`config.mk`:
```
export PLATFORM = sky130hd
export DESIGN_NAME = datapath_ctrl
export DESIGN_NICKNAME = d
export VERILOG_FILES = /design/src/rtl/ctrl_pkg.sv /design/src/rtl/reg_select.sv /design/src/rtl/datapath_ctrl.sv
export SDC_FILE = /design/constraint.sdc
export NUM_CORES = 1
export LEC_CHECK = 0
export CORE_MARGIN = 5
export CORE_UTILIZATION = 50
export DETAILED_ROUTE_END_ITERATION = 10
export HOLD_SLACK_MARGIN = 0.12
export PLACE_DENSITY = 0.85
export SYNTH_ARGS = -nofsm -noshare
export SYNTH_HDL_FRONTEND = slang
export SYNTH_SLANG_ARGS = --single-unit
```
`constraint.sdc`:
```
create_clock -name Clock -period 7.94 [get_ports Clock]
set_input_delay 1.588 -clock Clock [delete_from_list [all_inputs] [get_ports Clock]]
set_output_delay 1.588 -clock Clock [all_outputs]
set_load 0.01 [all_outputs]
```
`src/rtl/ctrl_pkg.sv`:
```
// Shared types and opcode tables for the hardwired datapath sequencer.
// Opcode classification lives here so decode and any future tooling agree.
package ctrl_pkg;

  typedef enum logic [3:0] {
    ST_IDLE,
    ST_T0,
    ST_T1,
    ST_T2,
    ST_T3,
    ST_T4,
    ST_T5,
    ST_T6,
    ST_HALT,
    ST_FAULT
  } state_t;

  typedef enum logic [2:0] {
    CLS_ALU3,
    CLS_MULDIV,
    CLS_UNARY,
    CLS_NOP,
    CLS_HALT,
    CLS_ILLEGAL
  } op_class_t;

  localparam logic [4:0] OPC_ADD  = 5'b00011;
  localparam logic [4:0] OPC_SUB  = 5'b00100;
  localparam logic [4:0] OPC_AND  = 5'b00101;
  localparam logic [4:0] OPC_OR   = 5'b00110;
  localparam logic [4:0] OPC_SHR  = 5'b00111;
  localparam logic [4:0] OPC_SHRA = 5'b01000;
  localparam logic [4:0] OPC_SHL  = 5'b01001;
  localparam logic [4:0] OPC_ROR  = 5'b01010;
  localparam logic [4:0] OPC_ROL  = 5'b01011;
  localparam logic [4:0] OPC_MUL  = 5'b01111;
  localparam logic [4:0] OPC_DIV  = 5'b10000;
  localparam logic [4:0] OPC_NEG  = 5'b10001;
  localparam logic [4:0] OPC_NOT  = 5'b10010;
  localparam logic [4:0] OPC_NOP  = 5'b11010;
  localparam logic [4:0] OPC_HALT = 5'b11011;

  localparam logic [3:0] ALU_ADD  = 4'd0;
  localparam logic [3:0] ALU_SUB  = 4'd1;
  localparam logic [3:0] ALU_AND  = 4'd2;
  localparam logic [3:0] ALU_OR   = 4'd3;
  localparam logic [3:0] ALU_SHR  = 4'd4;
  localparam logic [3:0] ALU_SHRA = 4'd5;
  localparam logic [3:0] ALU_SHL  = 4'd6;
  localparam logic [3:0] ALU_ROR  = 4'd7;
  localparam logic [3:0] ALU_ROL  = 4'd8;
  localparam logic [3:0] ALU_MUL  = 4'd9;
  localparam logic [3:0] ALU_DIV  = 4'd10;
  localparam logic [3:0] ALU_NEG  = 4'd11;
  localparam logic [3:0] ALU_NOT  = 4'd12;

  function automatic op_class_t op_class(input logic [4:0] op);
    case (op)
      OPC_ADD, OPC_SUB, OPC_AND, OPC_OR, OPC_SHR,
      OPC_SHRA, OPC_SHL, OPC_ROR, OPC_ROL: return CLS_ALU3;
      OPC_MUL, OPC_DIV:                    return CLS_MULDIV;
      OPC_NEG, OPC_NOT:                    return CLS_UNARY;
      OPC_NOP:                             return CLS_NOP;
      OPC_HALT:                            return CLS_HALT;
      default:                             return CLS_ILLEGAL;
    endcase
  endfunction

  // Non-ALU opcodes map to 0; their operation output is never asserted anyway.
  function automatic logic [3:0] alu_code(input logic [4:0] op);
    case (op)
      OPC_SUB:  return ALU_SUB;
      OPC_AND:  return ALU_AND;
      OPC_OR:   return ALU_OR;
      OPC_SHR:  return ALU_SHR;
      OPC_SHRA: return ALU_SHRA;
      OPC_SHL:  return ALU_SHL;
      OPC_ROR:  return ALU_ROR;
      OPC_ROL:  return ALU_ROL;
      OPC_MUL:  return ALU_MUL;
      OPC_DIV:  return ALU_DIV;
      OPC_NEG:  return ALU_NEG;
      OPC_NOT:  return ALU_NOT;
      default:  return ALU_ADD;
    endcase
  endfunction

endpackage

```
`src/rtl/reg_select.sv`:
```
// Turns a 4-bit GPR index into a one-hot select; all zeros when disabled.
module reg_select (
  input  logic [3:0]  index,
  input  logic        enable,
  output logic [15:0] onehot
);

  assign onehot = enable ? (16'h0001 << index) : 16'h0000;

endmodule

```
`src/rtl/datapath_ctrl.sv`:
```
// Hardwired micro-step sequencer: one bus source, register loads and ALU op per step.
// Outputs are a pure decode of the state register and the instruction fields.
module datapath_ctrl #(
  parameter int MEM_TIMEOUT = 16,
  parameter int CNT_W       = 16
) (
  input  logic             Clock,
  input  logic             clear,
  input  logic             run,
  input  logic             mem_ready,
  input  logic [31:0]      IR,
  output logic             PCout,
  output logic             Zlowout,
  output logic             Zhighout,
  output logic             MDRout,
  output logic             HIout,
  output logic             LOout,
  output logic             MARin,
  output logic             PCin,
  output logic             MDRin,
  output logic             IRin,
  output logic             Yin,
  output logic             Zin_high,
  output logic             Zin_low,
  output logic             HIin,
  output logic             LOin,
  output logic             IncPC,
  output logic             Read,
  output logic [15:0]      Rout,
  output logic [15:0]      Rin,
  output logic [3:0]       operation,
  output logic             busy,
  output logic             halted,
  output logic             fault,
  output logic [CNT_W-1:0] instr_count
);

  import ctrl_pkg::*;

  localparam int WAIT_W = $clog2(MEM_TIMEOUT + 1);
  localparam logic [WAIT_W-1:0] WAIT_LAST = WAIT_W'(MEM_TIMEOUT - 1);

  state_t            state, next_state;
  logic [WAIT_W-1:0] wait_cnt, wait_next;
  logic [4:0]        op_q, cur_op;
  logic [3:0]        ra_q, rb_q, rc_q, cur_ra, cur_rb, cur_rc;
  op_class_t         cls;
  logic [3:0]        alu_op;
  logic              retire;
  logic              rout_en, rin_en;
  logic [3:0]        rout_idx;
  logic              unused_ir_bits;

  assign unused_ir_bits = ^IR[14:0];

  // IR is fresh in T3; later steps use the copy taken at the end of T3.
  assign cur_op = (state == ST_T3) ? IR[31:27] : op_q;
  assign cur_ra = (state == ST_T3) ? IR[26:23] : ra_q;
  assign cur_rb = (state == ST_T3) ? IR[22:19] : rb_q;
  assign cur_rc = (state == ST_T3) ? IR[18:15] : rc_q;
  assign cls    = op_class(cur_op);
  assign alu_op = alu_code(cur_op);

  always_ff @(posedge Clock or negedge clear) begin
    if (!clear) begin
      state       <= ST_IDLE;
      wait_cnt    <= '0;
      instr_count <= '0;
      op_q        <= '0;
      ra_q        <= '0;
      rb_q        <= '0;
      rc_q        <= '0;
    end else begin
      state    <= next_state;
      wait_cnt <= wait_next;
      if (retire) instr_count <= instr_count + CNT_W'(1);
      if (state == ST_T3) begin
        op_q <= IR[31:27];
        ra_q <= IR[26:23];
        rb_q <= IR[22:19];
        rc_q <= IR[18:15];
      end
    end
  end

  always_comb begin
    next_state = state;
    wait_next  = wait_cnt;
    retire     = 1'b0;
    PCout      = 1'b0;
    Zlowout    = 1'b0;
    Zhighout   = 1'b0;
    MDRout     = 1'b0;
    HIout      = 1'b0;
    LOout      = 1'b0;
    MARin      = 1'b0;
    PCin       = 1'b0;
    MDRin      = 1'b0;
    IRin       = 1'b0;
    Yin        = 1'b0;
    Zin_high   = 1'b0;
    Zin_low    = 1'b0;
    HIin       = 1'b0;
    LOin       = 1'b0;
    IncPC      = 1'b0;
    Read       = 1'b0;
    operation  = 4'd0;
    rout_en    = 1'b0;
    rout_idx   = 4'd0;
    rin_en     = 1'b0;

    case (state)
      ST_IDLE: if (run) next_state = ST_T0;
      ST_T0: begin
        PCout      = 1'b1;
        MARin      = 1'b1;
        IncPC      = 1'b1;
        Zin_low    = 1'b1;
        next_state = ST_T1;
      end
      ST_T1: begin
        Zlowout = 1'b1;
        PCin    = 1'b1;
        Read    = 1'b1;
        MDRin   = 1'b1;
        if (mem_ready) begin
          next_state = ST_T2;
          wait_next  = '0;
        end else if (wait_cnt == WAIT_LAST) begin
          next_state = ST_FAULT;
          wait_next  = '0;
        end else begin
          wait_next = wait_cnt + WAIT_W'(1);
        end
      end
      ST_T2: begin
        MDRout     = 1'b1;
        IRin       = 1'b1;
        next_state = ST_T3;
      end
      ST_T3: begin
        case (cls)
          CLS_ALU3: begin
            rout_en    = 1'b1;
            rout_idx   = cur_rb;
            Yin        = 1'b1;
            next_state = ST_T4;
          end
          CLS_MULDIV: begin
            rout_en    = 1'b1;
            rout_idx   = cur_ra;
            Yin        = 1'b1;
            next_state = ST_T4;
          end
          CLS_UNARY: begin
            rout_en    = 1'b1;
            rout_idx   = cur_rb;
            operation  = alu_op;
            Zin_low    = 1'b1;
            next_state = ST_T5;
          end
          CLS_NOP: begin
            retire     = 1'b1;
            next_state = run ? ST_T0 : ST_IDLE;
          end
          CLS_HALT: begin
            retire     = 1'b1;
            next_state = ST_HALT;
          end
          default: next_state = ST_FAULT;
        endcase
      end
      ST_T4: begin
        rout_en   = 1'b1;
        operation = alu_op;
        Zin_low   = 1'b1;
        if (cls == CLS_MULDIV) begin
          rout_idx = cur_rb;
          Zin_high = 1'b1;
        end else begin
          rout_idx = cur_rc;
        end
        next_state = ST_T5;
      end
      ST_T5: begin
        Zlowout = 1'b1;
        if (cls == CLS_MULDIV) begin
          LOin       = 1'b1;
          next_state = ST_T6;
        end else begin
          rin_en     = 1'b1;
          retire     = 1'b1;
          next_state = run ? ST_T0 : ST_IDLE;
        end
      end
      ST_T6: begin
        Zhighout   = 1'b1;
        HIin       = 1'b1;
        retire     = 1'b1;
        next_state = run ? ST_T0 : ST_IDLE;
      end
      ST_HALT:  next_state = ST_HALT;
      ST_FAULT: next_state = ST_FAULT;
      default:  next_state = ST_IDLE;
    endcase
  end

  reg_select u_rout (
    .index  (rout_idx),
    .enable (rout_en),
    .onehot (Rout)
  );

  reg_select u_rin (
    .index  (cur_ra),
    .enable (rin_en),
    .onehot (Rin)
  );

  assign busy   = !(state inside {ST_IDLE, ST_HALT, ST_FAULT});
  assign halted = (state == ST_HALT);
  assign fault  = (state == ST_FAULT);

endmodule

```
* After elaboration in Yosys (flattened, before gate mapping)
Memory sizes are Yosys's and may differ from the RTL's.
Cells that the tools add are included.
** Storage, ports and cells
- Register bits after elaboration :: 42
- Memory bits (read-only) :: 224
- Word-level logic and storage cells :: 77
- Memories kept :: 2
** Operators by class
- Add/subtract/negate cells :: 2
- Equality and inequality tests :: 16
- Shifts and indexed selects :: 2
- Muxes and demuxes :: 37
- Reductions and logical operators :: 11
** Memories
- (no name shown) :: depth 32, width 4, read ports 1, clocked after memory_dff 0, wr ports 0, line ctrl_pkg.sv:71 : case (op)
- (no name shown) :: depth 32, width 3, read ports 1, clocked after memory_dff 0, wr ports 0, line ctrl_pkg.sv:58 : case (op)
** Operators by type and width (number)
- $pmux W4 S10 :: 1
- $mux W16 :: 2
- $shl A1 B4 Y16 const A :: 2
- $mux W4 :: 7
- $pmux W4 S2 :: 3
- $add A16 B1 Y16 const B :: 1
- $eq A4 B3 Y1 const B :: 4
- $mux W1 :: 16
- $pmux W4 S4 :: 1
- $mux W5 :: 3
- $reduce_or A2 Y1 :: 5
- $eq A4 B2 Y1 const B :: 2
- $eq A4 B4 Y1 const B :: 2
- $eq A3 B2 Y1 const B :: 2
- $add A5 B1 Y5 const B :: 1
- $eq A5 B4 Y1 const B :: 1
- $eq A4 B1 Y1 const B :: 1
- $logic_not A4 Y1 :: 1
- $pmux W1 S2 :: 2
- $eq A3 B1 Y1 const B :: 1
- $eq A3 B3 Y1 const B :: 1
- $logic_not A3 Y1 :: 1
- $mux W3 :: 1
- $ne A3 B3 Y1 const B :: 1
- other kinds (6) :: 6

* Logic depth before layout (Yosys ltp)
Gate-level depths: netlist of run 1.
An unclocked memory read counts as a cell.
- Depth after elaboration :: 9
- Mapped depth :: 17
- Depth with buffers taken out :: 12

* By module
Synthesis of run 1 repeated with hierarchy kept, for this count alone.
** Second synthesis, totals
- Cell total of the unflattened synthesis :: 344
- Area total of the unflattened synthesis :: 2846.5 sq um
** By module, submodules not included
- datapath_ctrl :: times used 1, cells an instance 298, area each 2606.2 sq um
- reg_select :: times used 2, cells an instance 23, area each 120.1 sq um

* Least setup slack after synthesis of run 1
No wires, ideal clock.
- Kind :: input port to output port
- Start point :: input port IR[27]
- End point :: output port Rout[0]
- Arrival :: 3988 ps
- Setup slack :: 2364 ps
- Cell stages on the path :: 12
- Buffers on the path :: 1
- Path through :: mux2i_1 -> inv_1 -> ha_1 -> nor2b_1 -> or4b_1 -> buf_2 -> o21a_4 -> o211ai_1 -> a21oi_1 -> a311oi_4 -> nand3_2 -> nor2_1
** On the way
- Cells in the longest elaborated chain, start to end :: 8
** Ends and longest elaborated chain
- start: declaration :: line datapath_ctrl.sv:11 : input logic [31:0] IR,
- $mux W5 (*)
- net cur_op[0] :: line datapath_ctrl.sv:45 : logic [4:0] op_q, cur_op;
- $mem_v2 Z32 W3 (*)
- $eq A3 B2 Y1 or $logic_not A3 Y1 (tied branches) :: line datapath_ctrl.sv:142 : case (cls)
- $reduce_or A2 Y1 (no line)
- $pmux W4 S2 :: line datapath_ctrl.sv:142
- $pmux W4 S2 :: line datapath_ctrl.sv:112 : case (state)
- $shl A1 B4 Y16 :: line reg_select.sv:8 : assign onehot = enable ? (16'h0001 << index) : 16'h0000;
- $mux W16 (*) :: line reg_select.sv:8
- end: declaration :: line datapath_ctrl.sv:29 : output logic [15:0] Rout,
The timed path passes the listed nets; every way through them passes the cells marked *.

* Worst setup path in the final report of run 1
- Start point :: input port IR[27]
- End point :: output port Rout[2]
Same word-level chain as after synthesis.

==> flow_metrics.tcl, run 1 <==
set metrics [dict create \
    grt_max_degree 43 \
    routed_via_density 5.61 \
    tns_ns 0 \
    syn_area_um2 3100 \
    fill_cells 522 \
    grt_pass1_wl_mm 13.5 \
    worstHoldPathType "reg2reg" \
    path_common_cell "clkdlybuf4s50_1" \
    crit_path_max_fanout 11 \
    post-route-util_pct 67.4 \
    fin_ws_ns 1.03 \
    synth_compound_area_share_pct 17.3 \
    first_pass_iters 4 \
    max_stage_delay_ns 0.64 \
    start_kind "input pin" \
    worstSkewPairLatency_ns 0.30 \
    area_delta_synth_final_pct 29.7 \
    wl_per_cell_um 15.1 \
    antenna_cells 0 \
    rsz0062_at_grt "no" \
    synth_seq_cells 42 \
    drcViolationCount 0 \
    p_leak_nw 1.62 \
    yosys_most_used_dff "dfrtp_1" \
    endpoint_kind "output pin" \
    cts_buffers 5 \
    finalCritPeriodShare_pct 87.0 \
    ctsHoldBuffers 0 \
    finalSetupViolations 0 \
    synth.yosys.seq_area_share_pct 34.0 \
    synthSimpleGateAreaFrac_pct 31.5 \
    slowest_stage "or4b_1" \
    start_util_pct 52.0 \
    synth_cell_types 68 \
    grt_overflow 0 \
    criticalPathCategory "in2out" \
    vias 2981 \
    clkSinkCount 42 \
    cap_violations 0 \
    fin_skew_ns 0.0121 \
    std_cell_rows 28 \
    finalHoldWorstSlack_ns 0.479 \
    fp.coreArea_um2 5960 \
    cellPowerDensity_nw_per_um2 326 \
    synth_async_sr_flop_share_pct 100 \
    cp.arrival_ns 5.32 \
    final_cell_count_no_fill 531 \
    yosysTopAreaCellShare_pct 34.0 \
    routed_wl_mm 8.04 \
    drive_above_1_share_pct 7.02 \
    die_y_um 88.7 \
    synth.avg_cell_area_um2 8.10 \
    gp_congestion 0.883 \
    die_width_um 88.7 \
    place_ws_ns 1.09 \
    synth_edf_count 0 \
    cts-resized-gates 0 \
    drtIter0Drc 198 \
    synth_top_family_by_area "simple AND/OR/NAND/NOR gates" \
    cts_max_path_buffers 2 \
    slew_headroom_pct 38.6 \
    synth_mux_area_share_pct 2.34 \
    track_usage_pct 21.1 \
    cts_tree "done" \
    htree_levels 2 \
    status "completed" \
    crit_path_cell_trace "clkdlybuf4s50_1 -> mux2i_1 -> inv_1 -> ha_1 -> nor2b_1 -> or4b_1 -> o21a_4 -> nand2_1 -> a311o_1 -> nand3_1 -> nor2_1 -> clkdlybuf4s50_1" \
    tightest_slew_ns 0.921 \
    grt_pass1_vias 2947 \
    synth_common_cells "nand2_1 (58), nor2_1 (58), dfrtp_1 (42)" \
    synth.area.top_cells "dfrtp_1 (34%), nand2_1 (7.0%), nor2_1 (7.0%)" \
    post_cts_buffers 0 \
    clkTransAtPathRegs_ns 0.09 \
    synthXorXnorAreaFrac_pct 5.38 \
    io_pins 108 \
    max-vdd-ir-drop_uv 212 \
    synth_largest_area_cell "dfrtp_1" \
    antenna_found_initial 0 \
    fmax_mhz 145 \
    dieArea_um2 7860 \
    netlist_instances 382 \
    dpl.hpwl_mm 6.11 \
    port_buffers 90 \
    postRouteAntennaNets 0 \
    period_needed_ns 6.91 \
    synthAdderAreaFrac_pct 2.43 \
    report.final.slew_viol_count 0 \
    finalNetCount 497 \
    crit_family "simple AND/OR/NAND/NOR gates" \
    yosys_warnings 0 \
    cp_data_required_time_ns 6.35 \
    cp_num_buf_inv 3 \
    dp.cells 523 \
    cts-root-buf "clkbuf_8" \
    hold_violations 0 \
]
-- cells in the final DEF (no fill, tap or decap), drive strengths merged, types with 5 or more instances in the layout --
master          n
nand4          13
clkbuf          6
xnor2          16
and3            7
nand3          14
nor2           60
nand2          59
nand2b         10
ha              6
a31oi           6
inv            13
clkdlybuf4s50  89
o21ai          17
nor2b           6
nor3           11
dfrtp          42
a21oi          17
and2            5
mux2i           5
-- worst reg2reg max path, stage by stage, from the launching register on --
cell      delay (ns)
dfrtp_1         0.61
or4b_4          0.69
mux2i_1         0.36
inv_1           0.15
ha_1            0.33
nor2b_1         0.15
or4b_1          0.64
o21a_4          0.29
a211oi_2        0.16
a21oi_1         0.10
a31oi_4         0.48
mux2_2          0.39
-- registers in the layout (all words and copies together) (netlist names) --
name and count:
ra_q 4, state 4, wait_cnt 5, rb_q 4
rc_q 4, op_q 5, instr_count 16
-- logic make-up after synthesis --
family / Yosys count
adder cells (fa/ha/maj): 6
flip-flops: 42
multiplexers: 7
AO/OA/AOI/OAI: 69
AND/OR/NAND/NOR: 199
XOR/XNOR: 19
other: 1
buffers and inverters: 39
-- through the flow --
| step | total power [mW] | instance area [µm²] |
|---|---|---|
| after floorplan | 0.970 | 3100 |
| after global placement | 1.14 | 3930 |
| after detailed placement | 1.17 | 3930 |
| after CTS | 1.31 | 4020 |
| after global routing | 1.42 | 4020 |
| final | 1.31 | 4020 |
-- path summary, 6_finish.rpt --
path                                                to  slack, ns                   startpoint  cells after the start
hold reg to reg            instr_count[15]$_DFFE_PN0P_       0.48  instr_count[15]$_DFFE_PN0P_                      1
setup / recovery                               Rout[2]       1.03                       IR[27]                     12
max in group asynchronous            rb_q[0]$_DFF_PN0_       5.94                        clear                      1
min in group asynchronous      wait_cnt[1]$_DFFE_PN0P_       1.42                        clear                      1
hold / removal             instr_count[15]$_DFFE_PN0P_       0.48  instr_count[15]$_DFFE_PN0P_                      1
setup reg to reg            instr_count[1]$_DFFE_PN0P_       3.50         state[2]$_DFFE_PN0P_                     11
-- area by class of cell --
type | instances | area [µm²] | share of cell area, %
tap | 75 | 93.8 | 2.34
inverter | 13 | 48.8 | 1.22
multi-input combinational | 302 | 1830 | 45.6
timing repair buffer | 91 | 903 | 22.5
clock buffer | 6 | 72.6 | 1.81
clock inverter | 2 | 13.8 | 0.343
sequential | 42 | 1050 | 26.2
-- power breakdown --
group	switching [mW]	internal, mW	total, mW	leakage (nW)
registers	0.0940	0.286	0.380	0.538
clock network	0.0739	0.0621	0.136	0.0452
logic	0.470	0.324	0.794	1.04
total	0.638	0.672	1.31	1.62
-- per-layer routing --
metal | up-vias | global-route usage, % | wire, µm | part of all wire [%]
met2 | 86 | 36.9 | 4020 | 50
met1 | 1424 | 27.1 | 3460 | 43
met5 | - | 0 | 0 | 0
met3 | 10 | 3.17 | 489 | 6.1
met4 | 0 | 5.63 | 61 | 0.76
li1 | 1461 | - | - | -
(Power assumes the default switching activity.)
==> inputs of run 2 (changes only) <==
Settings changed: CORE_UTILIZATION 50 to 45, GPL_TIMING_DRIVEN set to 0, PLACE_DENSITY 0.85 to 0.78.
==> flow_metrics.tcl, run 2 (synthesized netlist as in run 1, its figures left out) <==
set metrics [dict create \
    start_util_pct 45.8 \
    gp_congestion 0.874 \
    port_buffers 88 \
    cts-root-buf "clkbuf_8" \
    drcViolationCount 0 \
    finalSetupViolations 0 \
    std_cell_rows 30 \
    slew_headroom_pct 54.2 \
    slowest_stage "nor4b_4" \
    grt_pass1_vias 2952 \
    fp.coreArea_um2 6760 \
    max-vdd-ir-drop_uv 226 \
    largest_reg_flops 16 \
    drtIter0Drc 189 \
    clkTransAtPathRegs_ns 0.08 \
    status "completed" \
    die_y_um 92.9 \
    cp.arrival_ns 5.44 \
    dieArea_um2 8640 \
    cts-resized-gates 0 \
    cp_num_buf_inv 4 \
    wl_per_cell_um 14.9 \
    fmax_mhz 142 \
    p_leak_nw 1.72 \
    endpoint_kind "output pin" \
    routed_wl_mm 8.35 \
    cellPowerDensity_nw_per_um2 335 \
    crit_path_cell_trace "buf_6 -> nor4b_4 -> clkbuf_1 -> buf_1 -> mux2i_1 -> ha_1 -> nor2b_1 -> o221ai_1 -> o21ai_1 -> nor2_2 -> nor2_1 -> o21ai_0 -> nand3_1 -> nor2_1 -> clkdlybuf4s50_1" \
    cap_violations 0 \
    post-route-util_pct 62.2 \
    cts_tree "done" \
    finalNetCount 521 \
    tns_ns 0 \
    crit_family "buffers and inverters" \
    ctsHoldBuffers 0 \
    clkSinkCount 42 \
    crit_path_max_fanout 10 \
    cp_data_required_time_ns 6.35 \
    hold_violations 0 \
    vias 3096 \
    finalCritPeriodShare_pct 88.6 \
    first_pass_iters 4 \
    grt_max_degree 29 \
    max_stage_delay_ns 0.58 \
    io_pins 108 \
    area_delta_synth_final_pct 35.9 \
    track_usage_pct 19.6 \
    drive_above_1_share_pct 9.79 \
    dp.cells 552 \
    p_total_mw 1.41 \
    reg.largest.list "instr_count: 16 flops, op_q: 5 flops, wait_cnt: 5 flops" \
    worstHoldPathType "reg2reg" \
    grt_pass1_wl_mm 14.0 \
    routed_via_density 5.53 \
    antenna_cells 0 \
    antenna_found_initial 0 \
    die_width_um 92.9 \
    grt_overflow 0 \
    report.final.slew_viol_count 0 \
    period_needed_ns 7.03 \
    finalHoldWorstSlack_ns 0.479 \
    dpl.hpwl_mm 6.62 \
    cts_buffers 5 \
    top_register "instr_count" \
    final_cell_mix "clkdlybuf4s50_1 (87), nand2_1 (58), nor2_1 (58), dfrtp_1 (42)" \
    final_cell_count_no_fill 560 \
    cts_max_path_buffers 2 \
    fill_cells 603 \
    path_common_cell "nor2_1" \
    fin_skew_ns 0.00989 \
    post_cts_buffers 0 \
    tightest_slew_ns 0.684 \
    criticalPathCategory "reg2out" \
    rsz0062_at_grt "no" \
    layout_commonest_cell "clkdlybuf4s50_1" \
    postRouteAntennaNets 0 \
    htree_levels 2 \
    worstSkewPairLatency_ns 0.30 \
    start_kind "flip-flop" \
]
==> run 2: stage by stage <==
step	area (µm²)	setup slack, ns
2_1_floorplan	3100	2.36
3_3_place_gp	4080	1.24
3_5_place_dp	4100	1.21
4_1_cts	4210	0.954
5_1_grt	4210	0.581
6_report	4210	0.907
==> run 2: worst register-to-register path: stages, from the launching register on <==
cell	delay [ns]
dfrtp_1	0.38
buf_6	0.14
nor4b_4	0.58
clkbuf_1	0.45
buf_1	0.44
mux2i_1	0.37
ha_1	0.32
nor2b_1	0.16
or4b_1	0.45
buf_2	0.18
o21a_4	0.23
a211oi_2	0.16
a21oi_1	0.10
a31oi_4	0.31
buf_6	0.18
nand4_1	0.13
xnor2_1	0.15
==> run 2: per-layer routing <==
layer	wire length [µm]	up-vias	global-route usage, %
li1	-	1513	-
met1	3650	1465	25.8
met2	3990	108	32.6
met3	598	10	3.98
met4	110	0	5.25
met5	0	-	0
==> run 2: final cells by class <==
cell class	instances	area (µm²)	area share (%)
Timing Repair Buffer	89	896	21.3
Clock buffer	6	72.6	1.73
Clock inverter	2	37.5	0.893
Tap cell	80	100	2.38
Multi-Input combinational cell	302	1830	43.6
Inverter	13	48.8	1.16
Buffer	26	168	3.99
Sequential cell	42	1050	25.0
==> run 2: path summary, 6_finish.rpt <==
| check | startpoint | to | slack [ns] | depth (start not counted) |
|---|---|---|---|---|
| min in group asynchronous | clear | wait_cnt[2]$_DFFE_PN0P_ | 1.20 | 1 |
| worst min register to register | instr_count[15]$_DFFE_PN0P_ | instr_count[15]$_DFFE_PN0P_ | 0.48 | 1 |
| max in group asynchronous | clear | rb_q[3]$_DFF_PN0_ | 6.26 | 2 |
| worst max-delay path | state[0]$_DFFE_PN0P_ | Rout[7] | 0.91 | 15 |
| worst max register to register | state[0]$_DFFE_PN0P_ | instr_count[10]$_DFFE_PN0P_ | 3.10 | 16 |
| worst min-delay path | instr_count[15]$_DFFE_PN0P_ | instr_count[15]$_DFFE_PN0P_ | 0.48 | 1 |
==> run 2: where the power goes <==
group	switching [mW]	internal, mW	total [mW]	leakage, nW
Combinational	0.527	0.369	0.896	1.13
Sequential	0.0577	0.287	0.344	0.538
Clock	0.0756	0.0939	0.169	0.0514
==> inputs of run 3 (changes only) <==
Settings changed: CORE_ASPECT_RATIO set to 1.25.
==> flow_metrics.tcl, run 3 (synthesized netlist as in run 1, its figures left out) <==
set metrics [dict create \
    power_frac_comb_pct 64.7 \
    rsz0062_at_grt "no" \
    routed_wl_mm 8.43 \
    tightest_slew_ns 0.708 \
    report.final.slew_viol_count 0 \
    grt_overflow 0 \
    worstSkewPairLatency_ns 0.30 \
    worstSetupEndpoint "Rout[1]" \
    regToRegStartpoint "state[0]$_DFFE_PN0P_" \
    first_pass_iters 4 \
    crit_start "state[0]$_DFFE_PN0P_" \
    grt_max_degree 38 \
    layout_commonest_cell "clkdlybuf4s50_1" \
    die_width_um 84.2 \
    slew_headroom_pct 52.6 \
    crit_path_cell_trace "buf_6 -> nor4b_4 -> clkbuf_1 -> buf_1 -> mux2i_1 -> inv_1 -> ha_1 -> nor4b_1 -> a31oi_1 -> a22oi_2 -> a2bb2oi_2 -> nand2_1 -> buf_6 -> a311oi_4 -> nand3_2 -> nor2_1 -> clkdlybuf4s50_1" \
    p_leak_nw 1.71 \
    post_cts_buffers 0 \
    p_sw_uw 672 \
    cts_max_path_buffers 2 \
    cp.arrival_ns 5.50 \
    clkSinkCount 42 \
    slowest_stage "nor4b_4" \
    cts-root-buf "clkbuf_8" \
    p_total_mw 1.39 \
    cap_violations 0 \
    antenna_cells 0 \
    cellInternalPower_uw 720 \
    clkTransAtPathRegs_ns 0.09 \
    p_sw_share_pct 48.3 \
    finalSetupViolations 0 \
    r2r_setup_slack_ns 3.06 \
    criticalPathCategory "reg2out" \
    finalNetCount 521 \
    grt_pass1_vias 2996 \
    tns_ns 0 \
    start_kind "flip-flop" \
    gp_congestion 0.871 \
    clkPwrFrac_pct 10.5 \
    drcViolationCount 0 \
    cts_buffers 5 \
    worstHoldPathType "reg2reg" \
    fin_skew_ns 0.0124 \
    reg2regPathDepth 16 \
    io_pins 108 \
    post-route-util_pct 63.1 \
    area_delta_synth_final_pct 35.6 \
    reg.largest.list "instr_count: 16 flops, op_q: 5 flops, wait_cnt: 5 flops" \
    vias 3113 \
    cellPowerDensity_nw_per_um2 331 \
    top_register "instr_count" \
    max-vdd-ir-drop_uv 187 \
    cts_tree "done" \
    max_stage_delay_ns 0.57 \
    fill_cells 580 \
    period_needed_ns 7.09 \
    path_common_cell "buf_6" \
    endpoint_kind "output pin" \
    routed_via_density 5.49 \
    drtIter0Drc 154 \
    ctsHoldBuffers 0 \
    fp.coreArea_um2 6650 \
    cp_data_required_time_ns 6.35 \
    dpl.hpwl_mm 6.62 \
    start_util_pct 46.6 \
    grt_pass1_wl_mm 13.9 \
    largest_reg_flops 16 \
    htree_levels 2 \
    track_usage_pct 19.4 \
    antenna_found_initial 0 \
    port_buffers 88 \
    std_cell_rows 33 \
    postRouteAntennaNets 0 \
    finalCritPeriodShare_pct 89.2 \
    reg2reg_to "instr_count[3]$_DFFE_PN0P_" \
    final_cell_mix "clkdlybuf4s50_1 (87), nand2_1 (58), nor2_1 (58), dfrtp_1 (42)" \
    drive_above_1_share_pct 10.0 \
    dieArea_um2 8650 \
    fmax_mhz 141 \
    cts-resized-gates 0 \
    crit_path_max_fanout 10 \
    die_y_um 103 \
    wl_per_cell_um 14.9 \
    hold_violations 0 \
    seq_power_share_pct 24.8 \
    status "completed" \
]
==> run 3: cell count changes in the layout (fill, tap and decap cells not counted) <==
cell	change
bufinv_16	-1
clkbuf_1	-1
clkinv_4	+1
inv_6	+1
==> run 3: how the worst min path moves through the flow <==
stage,start,endpoint,slack [ns],cells after the start
after floorplan,rc_q[2]$_DFFE_PN0P_,rc_q[2]$_DFFE_PN0P_,0.45,2
after global placement,instr_count[15]$_DFFE_PN0P_,instr_count[15]$_DFFE_PN0P_,0.46,1
after detailed placement,instr_count[15]$_DFFE_PN0P_,instr_count[15]$_DFFE_PN0P_,0.47,1
after CTS,instr_count[15]$_DFFE_PN0P_,instr_count[15]$_DFFE_PN0P_,0.48,1
after global routing,instr_count[15]$_DFFE_PN0P_,instr_count[15]$_DFFE_PN0P_,0.50,1
final,instr_count[15]$_DFFE_PN0P_,instr_count[15]$_DFFE_PN0P_,0.47,1
==> run 3: worst max-delay path: cells and delay by family, from the launching register on <==
family          cells  cell delay (ns)
mux                 1             0.35
buf+inv             6             1.96
flops               1             0.38
fa+ha+maj           1             0.28
simple gates        5             1.24
compound gates      4             0.97
==> run 3: through the flow <==
stage	instances	setup slack, ns	area [µm²]	hold slack, ns
after floorplan	383	2.36	3100	0.446
after global placement	558	1.20	4090	0.465
after detailed placement	559	1.14	4100	0.466
after CTS	567	0.862	4200	0.479
final	567	0.854	4200	0.472
after global routing	567	0.440	4200	0.495
==> run 3: routing by layer <==
metal | share of wire [%] | GRT usage, % | vias up
li1 | - | - | 1510
met1 | 42 | 23.4 | 1486
met2 | 50 | 35.1 | 110
met3 | 6.7 | 3.84 | 7
met4 | 1.3 | 6.19 | 0
met5 | 0 | 0 | -
==> run 3: cell type report <==
type	count	area [µm²]	area share (%)
Multi-Input combinational cell	302	1830	43.6
Sequential cell	42	1050	25.0
Timing Repair Buffer	89	896	21.3
Buffer	26	168	3.99
Tap cell	87	109	2.59
Clock buffer	5	68.8	1.64
Inverter	13	48.8	1.16
Clock inverter	3	25.0	0.596
==> run 3: power groups by stage <==
stage | registers, mW | clock network, mW | logic (mW)
6_report | 0.344 | 0.146 | 0.901
5_1_grt | 0.354 | 0.158 | 0.988
4_1_cts | 0.344 | 0.148 | 0.895
3_5_place_dp | 0.348 | 0 | 0.890
3_3_place_gp | 0.345 | 0 | 0.869
2_1_floorplan | 0.340 | 0 | 0.631
